<file path="config.mk">
export PLATFORM = sky130hd
export DESIGN_NAME = csc_gather_pack
export DESIGN_NICKNAME = d
export VERILOG_FILES = /design/src/rtl/csc_gather_pkg.sv /design/src/rtl/csc_gather_compress.sv /design/src/rtl/csc_gather_pack.sv
export SDC_FILE = /design/constraint.sdc
export NUM_CORES = 1
export LEC_CHECK = 0
export ABC_CLOCK_PERIOD_IN_PS = 2500
export BUFFER_PORTS_ARGS = -buffer_cell sky130_fd_sc_hd__buf_2
export CORE_MARGIN = 10
export CORE_UTILIZATION = 45
export CTS_BUF_LIST = sky130_fd_sc_hd__clkbuf_16
export CTS_CLUSTER_SIZE = 28
export DETAILED_ROUTE_END_ITERATION = 12
export PLACE_DENSITY = 0.65
export SLEW_MARGIN = 5
export SYNTH_ARGS = -nofsm -noshare
export SYNTH_HDL_FRONTEND = slang
export SYNTH_HIERARCHICAL = 1
export SYNTH_SLANG_ARGS = --single-unit
</file>
<file path="constraint.sdc">
create_clock -name clk -period 2.5 [get_ports clk]
set_clock_uncertainty 0.15 [all_clocks]
set_input_delay 0.5 -clock clk [delete_from_list [all_inputs] [get_ports clk]]
set_output_delay 0.5 -clock clk [all_outputs]
set_load 0.02 [all_outputs]
</file>
<file path="src/rtl/csc_gather_pkg.sv">
// Shared types and constants for the CSC gather/pack datapath.
package csc_gather_pkg;

  localparam int unsigned DefLanes = 4;
  localparam int unsigned DefDw    = 6;

  typedef enum logic {
    StRun,
    StFlush
  } state_e;

  // Bits needed to hold a lane count in the range 0..n.
  function automatic int unsigned cnt_width(input int unsigned n);
    return $clog2(n + 1);
  endfunction

endpackage

</file>
<file path="src/rtl/csc_gather_compress.sv">
// Combinational compactor: packs non-zero lanes toward lane 0 via a running prefix count.
module csc_gather_compress #(
  parameter int unsigned LANES = 4,
  parameter int unsigned DW    = 6,
  parameter int unsigned CW    = 3
) (
  input  logic [LANES*DW-1:0] in_data_i,
  output logic [LANES*DW-1:0] comp_o,
  output logic [CW-1:0]       k_o
);

  always_comb begin
    comp_o = '0;
    k_o    = '0;
    for (int unsigned i = 0; i < LANES; i++) begin
      if (in_data_i[i*DW +: DW] != '0) begin
        comp_o[k_o*DW +: DW] = in_data_i[i*DW +: DW];
        k_o                  = k_o + CW'(1);
      end
    end
  end

endmodule

</file>
<file path="src/rtl/csc_gather_pack.sv">
// Zero-dropping gather that re-packs survivors into dense LANES-wide beats across input beats.
// Optional statistics counters are enabled with the CSC_GATHER_STAT_EN macro.
module csc_gather_pack
  import csc_gather_pkg::*;
#(
  parameter int unsigned LANES = DefLanes,
  parameter int unsigned DW    = DefDw,
  parameter int unsigned CW    = cnt_width(LANES)
) (
`ifdef CSC_GATHER_STAT_EN
  input  logic                stat_clr,
  output logic [31:0]         stat_zero,
  output logic [31:0]         stat_beats,
`endif
  input  logic                clk,
  input  logic                rst,
  input  logic                in_vld,
  output logic                in_rdy,
  input  logic [LANES*DW-1:0] in_data,
  input  logic                in_last,
  output logic                out_vld,
  input  logic                out_rdy,
  output logic [LANES*DW-1:0] out_data,
  output logic [CW-1:0]       out_cnt,
  output logic                out_last
);

  localparam int unsigned BW = LANES * DW;
  localparam int unsigned RW = (LANES - 1) * DW;
  localparam logic [CW:0] LanesC = (CW + 1)'(LANES);

  logic [BW-1:0] comp;
  logic [CW-1:0] k;

  csc_gather_compress #(
    .LANES(LANES),
    .DW   (DW),
    .CW   (CW)
  ) u_compress (
    .in_data_i(in_data),
    .comp_o   (comp),
    .k_o      (k)
  );

  state_e        state_q, state_d;
  logic [CW-1:0] rcnt_q, rcnt_d;
  logic [RW-1:0] res_q, res_d;
  logic          out_vld_q, out_vld_d;
  logic [BW-1:0] out_data_q, out_data_d;
  logic [CW-1:0] out_cnt_q, out_cnt_d;
  logic          out_last_q, out_last_d;

  logic          slot_free, accept;
  logic [CW:0]   total;
  logic [2*BW-1:0] seq, res_ext, comp_ext;

  assign slot_free = !out_vld_q || out_rdy;
  assign in_rdy    = slot_free && (state_q == StRun);
  assign accept    = in_vld && in_rdy;
  assign total     = {1'b0, rcnt_q} + {1'b0, k};

  // Residual entries above rcnt are kept zero, so OR-ing the shifted compacted beat is exact.
  always_comb begin
    res_ext            = '0;
    res_ext[RW-1:0]    = res_q;
    comp_ext           = '0;
    comp_ext[BW-1:0]   = comp;
    seq                = res_ext | (comp_ext << (rcnt_q * DW));
  end

  always_comb begin
    state_d    = state_q;
    rcnt_d     = rcnt_q;
    res_d      = res_q;
    out_vld_d  = out_vld_q && !out_rdy;
    out_data_d = out_data_q;
    out_cnt_d  = out_cnt_q;
    out_last_d = out_last_q;

    if (state_q == StFlush) begin
      if (slot_free) begin
        out_vld_d            = 1'b1;
        out_data_d           = '0;
        out_data_d[RW-1:0]   = res_q;
        out_cnt_d            = rcnt_q;
        out_last_d           = 1'b1;
        rcnt_d               = '0;
        res_d                = '0;
        state_d              = StRun;
      end
    end else if (accept) begin
      if (!in_last && total < LanesC) begin
        res_d  = seq[RW-1:0];
        rcnt_d = CW'(total);
      end else if (!in_last || total > LanesC) begin
        out_vld_d  = 1'b1;
        out_data_d = seq[BW-1:0];
        out_cnt_d  = CW'(LANES);
        out_last_d = 1'b0;
        res_d      = seq[BW +: RW];
        rcnt_d     = CW'(total - LanesC);
        if (in_last) state_d = StFlush;
      end else begin
        out_vld_d  = 1'b1;
        out_data_d = seq[BW-1:0];
        out_cnt_d  = CW'(total);
        out_last_d = 1'b1;
        res_d      = '0;
        rcnt_d     = '0;
      end
    end
  end

  always_ff @(posedge clk or negedge rst) begin
    if (!rst) begin
      state_q    <= StRun;
      rcnt_q     <= '0;
      res_q      <= '0;
      out_vld_q  <= 1'b0;
      out_data_q <= '0;
      out_cnt_q  <= '0;
      out_last_q <= 1'b0;
    end else begin
      state_q    <= state_d;
      rcnt_q     <= rcnt_d;
      res_q      <= res_d;
      out_vld_q  <= out_vld_d;
      out_data_q <= out_data_d;
      out_cnt_q  <= out_cnt_d;
      out_last_q <= out_last_d;
    end
  end

  assign out_vld  = out_vld_q;
  assign out_data = out_data_q;
  assign out_cnt  = out_cnt_q;
  assign out_last = out_last_q;

`ifdef CSC_GATHER_STAT_EN
  logic [31:0] stat_zero_q, stat_zero_d, stat_beats_q, stat_beats_d;
  logic [32:0] zero_sum, beats_sum;

  // Saturating counters; a clear takes priority over a same-cycle increment.
  always_comb begin
    zero_sum  = {1'b0, stat_zero_q} + (accept ? 33'(LANES - 32'(k)) : 33'd0);
    beats_sum = {1'b0, stat_beats_q} + ((out_vld_q && out_rdy) ? 33'd1 : 33'd0);
    stat_zero_d  = zero_sum[32] ? '1 : zero_sum[31:0];
    stat_beats_d = beats_sum[32] ? '1 : beats_sum[31:0];
    if (stat_clr) begin
      stat_zero_d  = '0;
      stat_beats_d = '0;
    end
  end

  always_ff @(posedge clk or negedge rst) begin
    if (!rst) begin
      stat_zero_q  <= '0;
      stat_beats_q <= '0;
    end else begin
      stat_zero_q  <= stat_zero_d;
      stat_beats_q <= stat_beats_d;
    end
  end

  assign stat_zero  = stat_zero_q;
  assign stat_beats = stat_beats_q;
`endif

endmodule

</file>
* Word-level counts from Yosys, hierarchy flattened
Index checks and enable logic that the tools add are counted.
** Cells by class
- Magnitude comparators :: 2
- Reductions and logical operators :: 16
- Equal/unequal tests :: 2
- $mul :: 4
- Bitwise logic cells :: 2
- Shift-type cells :: 7
- Add/subtract/negate cells :: 8
- Muxes and demuxes :: 45
** Operators by type and width (number)
- 24-bit 2-to-1 mux :: 7
- 6-bit negation with 34-bit output :: 3
- 6-bit by 34-bit variable shift with 24-bit output (first input constant) :: 3
- 6-bit by 34-bit variable part select with 24-bit output :: 3
- 18-bit 2-to-1 mux :: 5
- 24-bit bitwise mux :: 3
- 18-bit by 42-bit OR with 42-bit output :: 1
- 24-bit by 6-bit left shift with 42-bit output :: 1
- 3-bit 2-to-1 mux :: 13
- 6-bit nonzero test :: 4
- 1-bit 2-to-1 mux :: 16
- 3-bit by 2-bit multiplier with 5-bit output (second input constant) :: 3
- 3-bit by 1-bit adder with 3-bit output (second input constant) :: 2
- 6-bit 2-to-1 mux :: 1
- 3-bit by 3-bit adder with 4-bit output :: 1
- 4-bit by 3-bit greater-than comparator with 1-bit output (second input constant) :: 1
- 1-bit logical AND :: 4
- 4-bit by 3-bit < comparator with 1-bit output (second input constant) :: 1
- 1-bit logical NOT :: 3
- 1-bit by 2-bit multiplier with 3-bit output (second input constant) :: 1
- 3-bit AND reduction :: 1
- 3-bit subtractor (second input constant) :: 1
- 1-bit by 1-bit adder with 2-bit output (second input constant) :: 1
- 1-bit logical OR :: 2
- 5 further kinds :: 5
** Word-level totals
- Input port bits :: 29
- Word-level logic and storage cells :: 93
- Register bits :: 51

* Longest topological paths before layout
Gate-level depths: netlist (run 1).
- Depth in word-level cells :: 17
- Depth in mapped cells :: 22

* Hierarchy
The synthesis (run 1) kept the hierarchy.
** Modules (own cells, without submodules)
- csc_gather_pack :: area each 3797.4 um^2, instances 1, cells an instance 425, sequential area each 1276.2 um^2
- csc_gather_compress :: area each 1286.2 um^2, instances 1, cells an instance 178, sequential area each 0.0 um^2

* Least setup slack after synthesis (run 1)
OpenSTA, ideal clock, no wires.
- Path kind :: input-to-reg
- Start :: input port in_data[13]
- End :: register res_q[16]
- Stages on the path :: 19
- Setup slack :: -2.760 ns
- Data arrival time :: 4.976 ns
- Path through :: nor4_4 -> and2_4 -> clkinv_1 -> fa_1 -> buf_2 -> inv_1 -> ha_1 -> nor2b_1 -> ha_1 -> o211ai_1 -> o31ai_1 -> nand2_1 -> a21boi_1 -> mux2i_1 -> mux4_2 -> nand2_1 -> o21ai_1 -> a222oi_1 -> o21ai_1
** On the way
- Word-level cells in the longest chain between the ends :: 13
** Ends and longest elaborated chain
- from (decl) :: RTL line csc_gather_pack.sv:19 : input logic [LANES*DW-1:0] in_data,
- 6-bit nonzero test :: RTL line csc_gather_compress.sv:16 : if (in_data_i[i*DW +: DW] != '0) begin
- 3-bit 2-to-1 mux :: RTL line csc_gather_compress.sv:16
- 3-bit by 2-bit multiplier with 5-bit output :: RTL line csc_gather_compress.sv:17 : comp_o[k_o*DW +: DW] = in_data_i[i*DW +: DW];
- 6-bit negation with 34-bit output :: RTL line csc_gather_compress.sv:17
- 6-bit by 34-bit variable part select with 24-bit output / 6-bit by 34-bit variable shift with 24-bit output (equally long branches) :: RTL line csc_gather_compress.sv:17
- 24-bit bitwise mux :: RTL line csc_gather_compress.sv:17
- 24-bit 2-to-1 mux * :: RTL line csc_gather_compress.sv:16
- via comp[2] :: RTL line csc_gather_pack.sv:32 : logic [BW-1:0] comp;
- 24-bit by 6-bit left shift with 42-bit output * :: RTL line csc_gather_pack.sv:68 : seq = res_ext | (comp_ext << (rcnt_q * DW));
- 18-bit by 42-bit OR with 42-bit output * :: RTL line csc_gather_pack.sv:68
- 18-bit 2-to-1 mux :: RTL line csc_gather_pack.sv:95 : end else if (!in_last || total > LanesC) begin
- 18-bit 2-to-1 mux * :: RTL line csc_gather_pack.sv:92 : if (!in_last && total < LanesC) begin
- 18-bit 2-to-1 mux * :: RTL line csc_gather_pack.sv:91 : end else if (accept) begin
- 18-bit 2-to-1 mux * :: RTL line csc_gather_pack.sv:80 : if (state_q == StFlush) begin
- to (signal assigned) :: RTL line csc_gather_pack.sv:126 : res_q <= res_d;
- to (decl) :: RTL line csc_gather_pack.sv:47 : logic [RW-1:0] res_q, res_d;
Mark *: on every way through the listed nets, which the timed path passes. The rest lies on a longest branch. The select of a mux whose other input is x is not followed.
A chain may end at the register's enable or synchronous reset.

* Final worst setup path (run 1)
- Start :: input port in_data[12]
- End :: register res_q[9]
Same word-level chain as after synthesis.

==> impl_summary.log, run 1 <==
[metrics] post-place instance area: roughly 6800 sq um
[metrics] number of clock buffers inserted by TritonCTS: 5
[metrics] post-synth design cell area: around 5100 sq um
[metrics] fraction of final layout cells with drive strength greater than 1: between 50% and 60%
[metrics] critical path startpoint category: input pin
[metrics] count of unresolved DRC violations after routing: 0
[metrics] PnR worst setup slack: -2.17 ns
[metrics] power density normalized to cell area: roughly 750 nW/um^2
[metrics] number of warnings issued by yosys: 6
[metrics] CTS tree: built
[metrics] H-tree depth: 2
[metrics] count of nets left with antenna violations after detail routing: 0
[metrics] core region area: 10900 sq um
[metrics] slew at the pin with the worst max-slew slack: between 1 and 1.5 ns
[metrics] wire length of the first global-routing pass: 30200 microns
[metrics] clock sink total: just over 50
[metrics] non-filler cells in the finished layout: about 950
[metrics] Post-Place Worst Slack: -2.66 ns
[metrics] Worst Path Required: ~2.5 ns
[metrics] layout filler cell count: 801
[metrics] worst hold path class: input pin to asynchronous set/reset pin
[metrics] result of the run: complete, but fails checks
[metrics] number of hold-slack violations in the final timing report: 4
[metrics] reported leakage power: 3.46 nW
[metrics] footprint of the flip-flops and latches: 1280 sq um
[metrics] grt ovf: 0
[metrics] count of distinct cell types in the synthesized netlist: 70
[metrics] Multi-input gate area: 4420 sq um
[metrics] startpoint of the most critical register-to-register path: rcnt_q[0]
[metrics] Final Core Density: between 70 and 80%
[metrics] area overhead of the layout relative to synthesis: 56.6%
[metrics] DR vias/cell: 6.04
[metrics] routed len/inst: roughly 21 microns
[metrics] sequential element share of the synthesized area: about a quarter
[metrics] fmax: between 200 and 250 MHz
[metrics] violated checks: hold timing, setup timing
[metrics] Horiz. Die Dim: approximately 130 microns
[metrics] worst hold slack across all endpoints: -0.00643 ns
[metrics] total iterations of the first detailed-routing run: 7
[metrics] antenna diode instance count: 0
[metrics] post-synthesis average cell area: about 8.4 sq um
[metrics] total of buffers placed on input and output ports: 58
[metrics] max-slew violation total from the final report: 0
[metrics] register bit count reported by yosys: 51
[metrics] clock buffer depth: 2
[metrics] timing startpoint of the critical path: in_data[12]
[metrics] vias in the first global route: ~5600
[metrics] global-route usage over all layers: a little under a quarter
[metrics] HPWL Detailed: approximately 15000 microns
[metrics] height of the die: approximately 130 microns
[metrics] Placer Congestion: ~0.99
[metrics] overall die area: 15900 sq um
[metrics] initial antenna violation count: 0
[metrics] area of all placed cells without fillers: between 7000 and 8000 sq um
[metrics] summed negative setup slack over all endpoints: -95.74 ns
[metrics] number of enable flip-flop cells after synthesis: 0
[metrics] Net Count, Synth: ~650
[metrics] relative slew slack: a little under a quarter
[metrics] maximum capacitance violations: 0
[metrics] number of standard cells after synthesis: between 600 and 700
[metrics] cell at the root of the clock tree: sky130_fd_sc_hd__clkbuf_16
[metrics] worst-case vdd ir drop: between 500 and 600 uV
[metrics] ports placed on the boundary: slightly below 60
[metrics] clock network latency to the later pin of the worst-skew pair: about 0.30 ns
[metrics] number of DRC markers after the initial detailed-route iteration: approximately 360
[metrics] Cell Count Post-Placement: between 900 and 1000
[metrics] type of the worst setup path: input pin to register
[metrics] routed via count: roughly 5700
[metrics] starting utilization of the core area: approximately 46%
[metrics] routed wire length: 19800 microns
[metrics] clock-pin transition on the worst setup and hold timing paths: 0.07 ns
[metrics] period utilisation layout: 187%
[metrics] asr flop ratio synth: between 90% and 100%
[metrics] # nets final: approximately 860
[metrics] maximum number of pins on one net before global-route repair: 42
[metrics] Cell Rows: 38
[metrics] final setup vio count: between 50 and 60
[metrics] type of destination of the critical path: register
[metrics] clock period minus worst slack: roughly 4.7 ns
[metrics] worst endpoint data arrival time: roughly 4.7 ns
[metrics] RSZ-0062 raised after global routing: yes
[metrics] flip-flop cell with the highest count after synthesis: sky130_fd_sc_hd__dfrtp_1
[metrics] largest fanout on the critical path: 5
==> power breakdown <==
part / internal (mW) / switching (mW)
Combinational: 1.77 / 2.11
Clock: 0.571 / 0.327
Sequential: 1.07 / 0.144
Total: 3.41 / 2.58
==> layout make-up <==
| cell class | instances | share of cell area, % |
|---|---|---|
| tap | 140 | 2.20 |
| clock buffer | 5 | 1.57 |
| timing repair buffer | 235 | 23.0 |
| multi-input combinational | 500 | 55.5 |
| inverter | 17 | 0.896 |
| sequential | 51 | 16.0 |
| clock inverter | 3 | 0.802 |
==> worst max-delay path, cell delays in order <==
cell	delay (ns)
sky130_fd_sc_hd__buf_8	0.10
sky130_fd_sc_hd__nor4_4	0.28
sky130_fd_sc_hd__and2_4	0.21
sky130_fd_sc_hd__clkinv_4	0.05
sky130_fd_sc_hd__fa_2	0.55
sky130_fd_sc_hd__ha_4	0.14
sky130_fd_sc_hd__inv_2	0.03
sky130_fd_sc_hd__fa_2	0.33
sky130_fd_sc_hd__and3b_1	0.26
sky130_fd_sc_hd__a21boi_4	0.23
sky130_fd_sc_hd__buf_4	0.14
sky130_fd_sc_hd__o21a_4	0.15
sky130_fd_sc_hd__nand3_4	0.09
sky130_fd_sc_hd__a21boi_2	0.24
sky130_fd_sc_hd__mux2i_2	0.13
sky130_fd_sc_hd__buf_4	0.15
sky130_fd_sc_hd__mux4_2	0.52
sky130_fd_sc_hd__nand2_2	0.12
sky130_fd_sc_hd__o21ai_2	0.09
sky130_fd_sc_hd__a21o_1	0.17
sky130_fd_sc_hd__a32o_1	0.20
==> what timing repair did <==
action / CTS / global route
buffers inserted: 7 / 15
endpoints found under the setup margin: 51 / 51
resized for setup: 99 / 79
pin swaps: 34 / 40
cloned: 2 / 0
hold buffers: 0 / 0
endpoints found under the hold margin: 0 / 0
==> cells by family after synthesis <==
kind of cell    after synthesis  share of synthesized area [%]
mux                          73                           16.6
flops                        51                           25.1
buf+inv                      52                           5.05
compound gates              210                           25.9
simple gates                194                           20.8
xor+xnor                      7                           2.02
fa+ha+maj                    16                           4.53
==> path summary, 6_finish.rpt <==
check / end / slack [ns] / cells past startpoint
worst max-delay path: res_q[9] / -2.17 / 21
worst min-delay path: out_data[6] / -0.006 / 1
worst max register to register: res_q[1] / -0.27 / 11
worst min register to register: out_data[4] / 0.33 / 2
max in group asynchronous: out_vld / 1.66 / 2
min in group clk: out_vld / 0.32 / 3
==> layout by cell type (no fill, tap or decap), drive strengths merged, types with 3 or more instances in the layout <==
cell,instances
a22oi,10
dfrtp,51
nand2,59
o22ai,13
a32o,5
clkinv,3
nand2b,8
mux4,7
mux2i,44
fa,4
buf,235
a21o,9
nand4,4
nand3b,3
a311oi,3
nor3b,3
nand3,19
ha,12
inv,15
nor3,11
and3,7
xnor2,5
nor2b,7
a31oi,9
nor4,8
and3b,4
nor2,45
and2,10
a21boi,4
a21oi,67
o32ai,5
o21ai,55
clkbuf,5
a221oi,7
a211oi,5
o211ai,4
mux2,22
a31o,3
==> metal layers <==
layer / global-route usage (%) / routed length, microns / vias up
li1: - / - / 2685
met1: 27.9 / 7870 / 2759
met2: 41.4 / 10100 / 237
met3: 2.10 / 991 / 62
met4: 9.31 / 813 / 0
met5: 0 / 0 / -
==> cells in the mapped netlist (5+ instances only) <==
library cell / n / share of area [%]
sky130_fd_sc_hd__a21o_1: 8 / 1.2
sky130_fd_sc_hd__a21oi_1: 67 / 6.6
sky130_fd_sc_hd__a221oi_1: 7 / 1.2
sky130_fd_sc_hd__a22oi_1: 10 / 1.5
sky130_fd_sc_hd__a31oi_1: 9 / 1.1
sky130_fd_sc_hd__a32o_1: 5 / 0.98
sky130_fd_sc_hd__and2_1: 8 / 0.98
sky130_fd_sc_hd__and3_1: 7 / 0.86
sky130_fd_sc_hd__buf_2: 16 / 1.6
sky130_fd_sc_hd__clkbuf_1: 10 / 0.74
sky130_fd_sc_hd__dfrtp_1: 51 / 25
sky130_fd_sc_hd__ha_1: 12 / 3.0
sky130_fd_sc_hd__inv_1: 14 / 1.0
sky130_fd_sc_hd__mux2_2: 22 / 4.9
sky130_fd_sc_hd__mux2i_1: 44 / 8.7
sky130_fd_sc_hd__mux4_2: 7 / 3.1
sky130_fd_sc_hd__nand2_1: 58 / 4.3
sky130_fd_sc_hd__nand2b_1: 8 / 0.98
sky130_fd_sc_hd__nand3_1: 18 / 1.8
sky130_fd_sc_hd__nor2_1: 42 / 3.1
sky130_fd_sc_hd__nor2b_1: 7 / 0.86
sky130_fd_sc_hd__nor3_1: 11 / 1.1
sky130_fd_sc_hd__o21ai_0: 45 / 4.4
sky130_fd_sc_hd__o21ai_1: 9 / 0.89
sky130_fd_sc_hd__o22ai_1: 13 / 1.6
sky130_fd_sc_hd__o32ai_1: 5 / 0.86
==> flip-flops by register name, indices dropped and copies added, names as in the netlist <==
signal and cells:
rcnt_q 3, state_q 1, out_vld 1, out_cnt 3, out_data 24, res_q 18, out_last 1
==> metrics by stage <==
stage          total power [mW]  hold slack (ns)
6_report                   5.99         -0.00643
5_1_grt                    6.28          0.00945
4_1_cts                    5.55          0.00151
3_5_place_dp               4.32            0.314
3_3_place_gp               4.28            0.306
2_1_floorplan              3.07           0.0544
Power figures use the tool's default switching activity.
==> run 2, diff against run 1 <==
--- a/config.mk
+++ b/config.mk
@@ -5,6 +5,7 @@
 export SDC_FILE = /design/constraint.sdc
 export NUM_CORES = 1
 export LEC_CHECK = 0
+export ABC_AREA = 1
 export ABC_CLOCK_PERIOD_IN_PS = 2500
 export BUFFER_PORTS_ARGS = -buffer_cell sky130_fd_sc_hd__buf_2
 export CORE_MARGIN = 10
@@ -12,7 +13,8 @@
 export CTS_BUF_LIST = sky130_fd_sc_hd__clkbuf_16
 export CTS_CLUSTER_SIZE = 28
 export DETAILED_ROUTE_END_ITERATION = 12
-export PLACE_DENSITY = 0.65
+export PLACE_DENSITY = 0.64
+export SKIP_LAST_GASP = 1
 export SLEW_MARGIN = 5
 export SYNTH_ARGS = -nofsm -noshare
 export SYNTH_HDL_FRONTEND = slang
==> run 2 against run 1 <==
Effect of this change:
- the flow finishes with violations (setup timing)
- sequential share of layout area down 0.96 points
- power rose by 44%
- worst setup slack improved by 0.48 ns
- combinational power up 68%
- critical path type unchanged
- largest power group unchanged
==> impl_summary.log, run 2 <==
[metrics] global-route usage over all layers: a little under a quarter
[metrics] number of warnings issued by yosys: 6
[metrics] count leader, synth: sky130_fd_sc_hd__nand2_1
[metrics] starting utilization of the core area: between 40 and 50%
[metrics] # nets final: 1200
[metrics] area share of the largest cell type after synthesis: about 24%
[metrics] overall die area: 18000 sq um
[metrics] commonest non-fill, non-tap cell in the layout: sky130_fd_sc_hd__nand2_1
[metrics] routed via count: 7328
[metrics] sequential element share of the synthesized area: around 22%
[metrics] layout filler cell count: 1200
[metrics] flip-flop cell with the highest count after synthesis: sky130_fd_sc_hd__dfrtp_1
[metrics] worst hold path class: input pin to asynchronous set/reset pin
[metrics] count of distinct cell types in the synthesized netlist: slightly below 50
[metrics] Horiz. Die Dim: about 130 microns
[metrics] maximum number of pins on one net before global-route repair: 52
[metrics] Final Core Density: around 67%
[metrics] CTS Hold Bufs: 0
[metrics] count of nets left with antenna violations after detail routing: 0
[metrics] reported leakage power: approximately 4.3 nW
[metrics] number of clock buffers inserted by TritonCTS: 5
[metrics] number of DRC markers after the initial detailed-route iteration: around 940
[metrics] post-synth design cell area: about 6000 sq um
[metrics] slew at the pin with the worst max-slew slack: ~0.68 ns
[metrics] post-synthesis average cell area: roughly 6.0 sq um
[metrics] power density normalized to cell area: approximately 1000 nW/um^2
[metrics] critical path startpoint category: input pin
[metrics] initial antenna violation count: 1
[metrics] CTS tree: built
[metrics] length of routed wiring on met1: 9630 microns
[metrics] grt ovf: 0
[metrics] non-filler cells in the finished layout: 1327
[metrics] HPWL Detailed: roughly 15000 microns
[metrics] fmax: 239 MHz
[metrics] routed len/inst: approximately 17 microns
[metrics] violated checks: setup timing
[metrics] type of the worst setup path: input pin to register
[metrics] post-layout power: just under 9 mW
[metrics] number of hold-slack violations in the final timing report: 0
[metrics] met2 routed WL: a little over 10000 microns
[metrics] clock-pin transition on the worst setup and hold timing paths: approximately 0.070 ns
[metrics] Net Count, Synth: between 1000 and 1500
[metrics] final setup vio count: slightly above 50
[metrics] ports placed on the boundary: 59
[metrics] Cell Count Post-Placement: 1287
[metrics] cell taking the most area after synthesis: sky130_fd_sc_hd__nand2_1
[metrics] core region area: between 10000 and 15000 sq um
[metrics] height of the die: approximately 130 microns
[metrics] clock period minus worst slack: 4.18 ns
[metrics] Area contributors post-synth: sky130_fd_sc_hd__nand2_1 (24%), sky130_fd_sc_hd__dfrtp_1 (22%), sky130_fd_sc_hd__nand3_1 (11%)
[metrics] Worst Path Required: 2.59 ns
[metrics] count of unresolved DRC violations after routing: 0
[metrics] H-tree depth: 2
[metrics] type of destination of the critical path: register
[metrics] wire length on met3: between 1500 and 2000 microns
[metrics] total of buffers placed on input and output ports: between 50 and 60
[metrics] commonest non-fill, non-tap cells in the layout: sky130_fd_sc_hd__nand2_1 (320), sky130_fd_sc_hd__buf_4 (122), sky130_fd_sc_hd__nand3_1 (96), sky130_fd_sc_hd__inv_1 (67), sky130_fd_sc_hd__nand2_2 (57)
[metrics] total iterations of the first detailed-routing run: 6
[metrics] clock network latency to the later pin of the worst-skew pair: approximately 0.30 ns
[metrics] largest fanout on the critical path: 7
[metrics] DR vias/cell: ~5.5
[metrics] maximum capacitance violations: 0
[metrics] Post-Place Worst Slack: -2.02 ns
[metrics] area overhead of the layout relative to synthesis: 44.1%
[metrics] asr flop ratio synth: between 90% and 100%
[metrics] Placer Congestion: about 1
[metrics] top cells by instance count after synthesis: sky130_fd_sc_hd__nand2_1 (382), sky130_fd_sc_hd__nand3_1 (134), sky130_fd_sc_hd__inv_1 (82), sky130_fd_sc_hd__nor2_1 (57), sky130_fd_sc_hd__o21ai_0 (54)
[metrics] register bit count reported by yosys: 51
[metrics] max-slew violation total from the final report: 0
[metrics] RSZ-0062 raised after global routing: yes
[metrics] wire length of the first global-routing pass: between 30000 and 40000 microns
[metrics] result of the run: complete, but fails checks
[metrics] relative slew slack: 54.8%
[metrics] worst-case vdd ir drop: around 610 uV
[metrics] fraction of final layout cells with drive strength greater than 1: ~39%
[metrics] number of standard cells after synthesis: between 900 and 1000
[metrics] number of flip-flops in the largest register: 24
[metrics] routed wire length: between 20000 and 25000 microns
[metrics] number of enable flip-flop cells after synthesis: 0
[metrics] antenna diode instance count: 0
[metrics] worst endpoint data arrival time: ~4.3 ns
[metrics] Cell Rows: 41
[metrics] PnR worst setup slack: -1.68 ns
[metrics] clock buffer depth: 2
[metrics] top layer in use: met4
[metrics] clock sink total: 51
[metrics] cell at the root of the clock tree: sky130_fd_sc_hd__clkbuf_16
[metrics] period utilisation layout: 167%
[metrics] vias in the first global route: roughly 7100
==> run 2: worst max-delay path, cell delays in order <==
cell and delay (ns):
sky130_fd_sc_hd__buf_6 0.09, sky130_fd_sc_hd__nor2_1 0.11, sky130_fd_sc_hd__nand4_1 0.17, sky130_fd_sc_hd__fa_2 0.62, sky130_fd_sc_hd__ha_4 0.14, sky130_fd_sc_hd__inv_2 0.04, sky130_fd_sc_hd__fa_1 0.50, sky130_fd_sc_hd__inv_2 0.05
sky130_fd_sc_hd__nor3_4 0.20, sky130_fd_sc_hd__inv_2 0.08, sky130_fd_sc_hd__nand2_4 0.09, sky130_fd_sc_hd__nand2_8 0.09, sky130_fd_sc_hd__nor2_8 0.17, sky130_fd_sc_hd__nand2_4 0.07, sky130_fd_sc_hd__nor2_4 0.27, sky130_fd_sc_hd__nor2_2 0.10
sky130_fd_sc_hd__a21oi_4 0.14, sky130_fd_sc_hd__nand2_2 0.08, sky130_fd_sc_hd__nand3_2 0.12, sky130_fd_sc_hd__o21a_1 0.22, sky130_fd_sc_hd__nand3_2 0.10, sky130_fd_sc_hd__nand2_1 0.07, sky130_fd_sc_hd__nand2_1 0.05, sky130_fd_sc_hd__nand2_1 0.07
sky130_fd_sc_hd__nand2_1 0.04, sky130_fd_sc_hd__nand2_1 0.07
==> run 2: cells by family (layout without fill, tap and decap cells) <==
| group | count (synthesis) | in the layout | synth area share, % |
|---|---|---|---|
| XOR/XNOR | 1 | 1 | 0.149 |
| AO/OA/AOI/OAI | 141 | 141 | 13.4 |
| buffers and inverters | 140 | 310 | 11.4 |
| AND/OR/NAND/NOR | 636 | 636 | 49.5 |
| adder cells (fa/ha/maj) | 16 | 16 | 3.92 |
| flip-flops | 51 | 51 | 21.7 |
==> run 2: routing by layer <==
| layer | track usage, % | vias to the layer above |
|---|---|---|
| li1 | - | 3545 |
| met3 | 4.44 | 57 |
| met4 | 5.93 | 0 |
| met2 | 38.2 | 333 |
| met1 | 32.2 | 3393 |
| met5 | 0 | - |
==> run 2: what timing repair did <==
item / CTS / global route
gates cloned: 4 / 1
gates resized for setup: 184 / 70
pin swaps: 60 / 34
setup buffers: 24 / 10
endpoints found under the setup margin: 51 / 51
==> run 2: final cells by class <==
type	instances	area, sq um	share of cell area, %
Multi-Input combinational cell	794	4750	56.1
Timing Repair Buffer	208	1670	19.7
Sequential cell	51	1280	15.1
Inverter	94	383	4.52
Tap cell	172	215	2.54
Clock buffer	5	125	1.48
Clock inverter	2	37.5	0.443
Timing Repair inverter	1	8.76	0.103
==> run 2: stage by stage <==
stage	hold slack (ns)	TNS (ns)	area, sq um
6_report	0.152	-74.93	8470
5_1_grt	0.224	-85.15	8470
4_1_cts	0.199	-67.40	8200
3_5_place_dp	0.310	-91.75	7120
3_3_place_gp	0.309	-91.86	7120
2_1_floorplan	0.0544	-77.40	5970
==> run 2: final timing paths <==
path / from / endpoint / slack [ns] / cells past startpoint
max: in_data[7] / res_q[14] / -1.68 / 26
min in group clk: out_data[11] / out_data[11] / 0.32 / 2
min reg2reg: out_data[11] / out_data[11] / 0.32 / 2
min: rst / out_data[15] / 0.15 / 2
max reg2reg: rcnt_q[1] / res_q[17] / -0.07 / 12
max in group asynchronous: rst / res_q[9] / 1.59 / 2
==> run 2: power by group <==
part | switching [mW] | leakage, nW | internal, mW
logic | 4.08 | 3.61 | 2.43
clock network | 0.324 | 0.0759 | 0.468
registers | 0.190 | 0.662 | 1.15
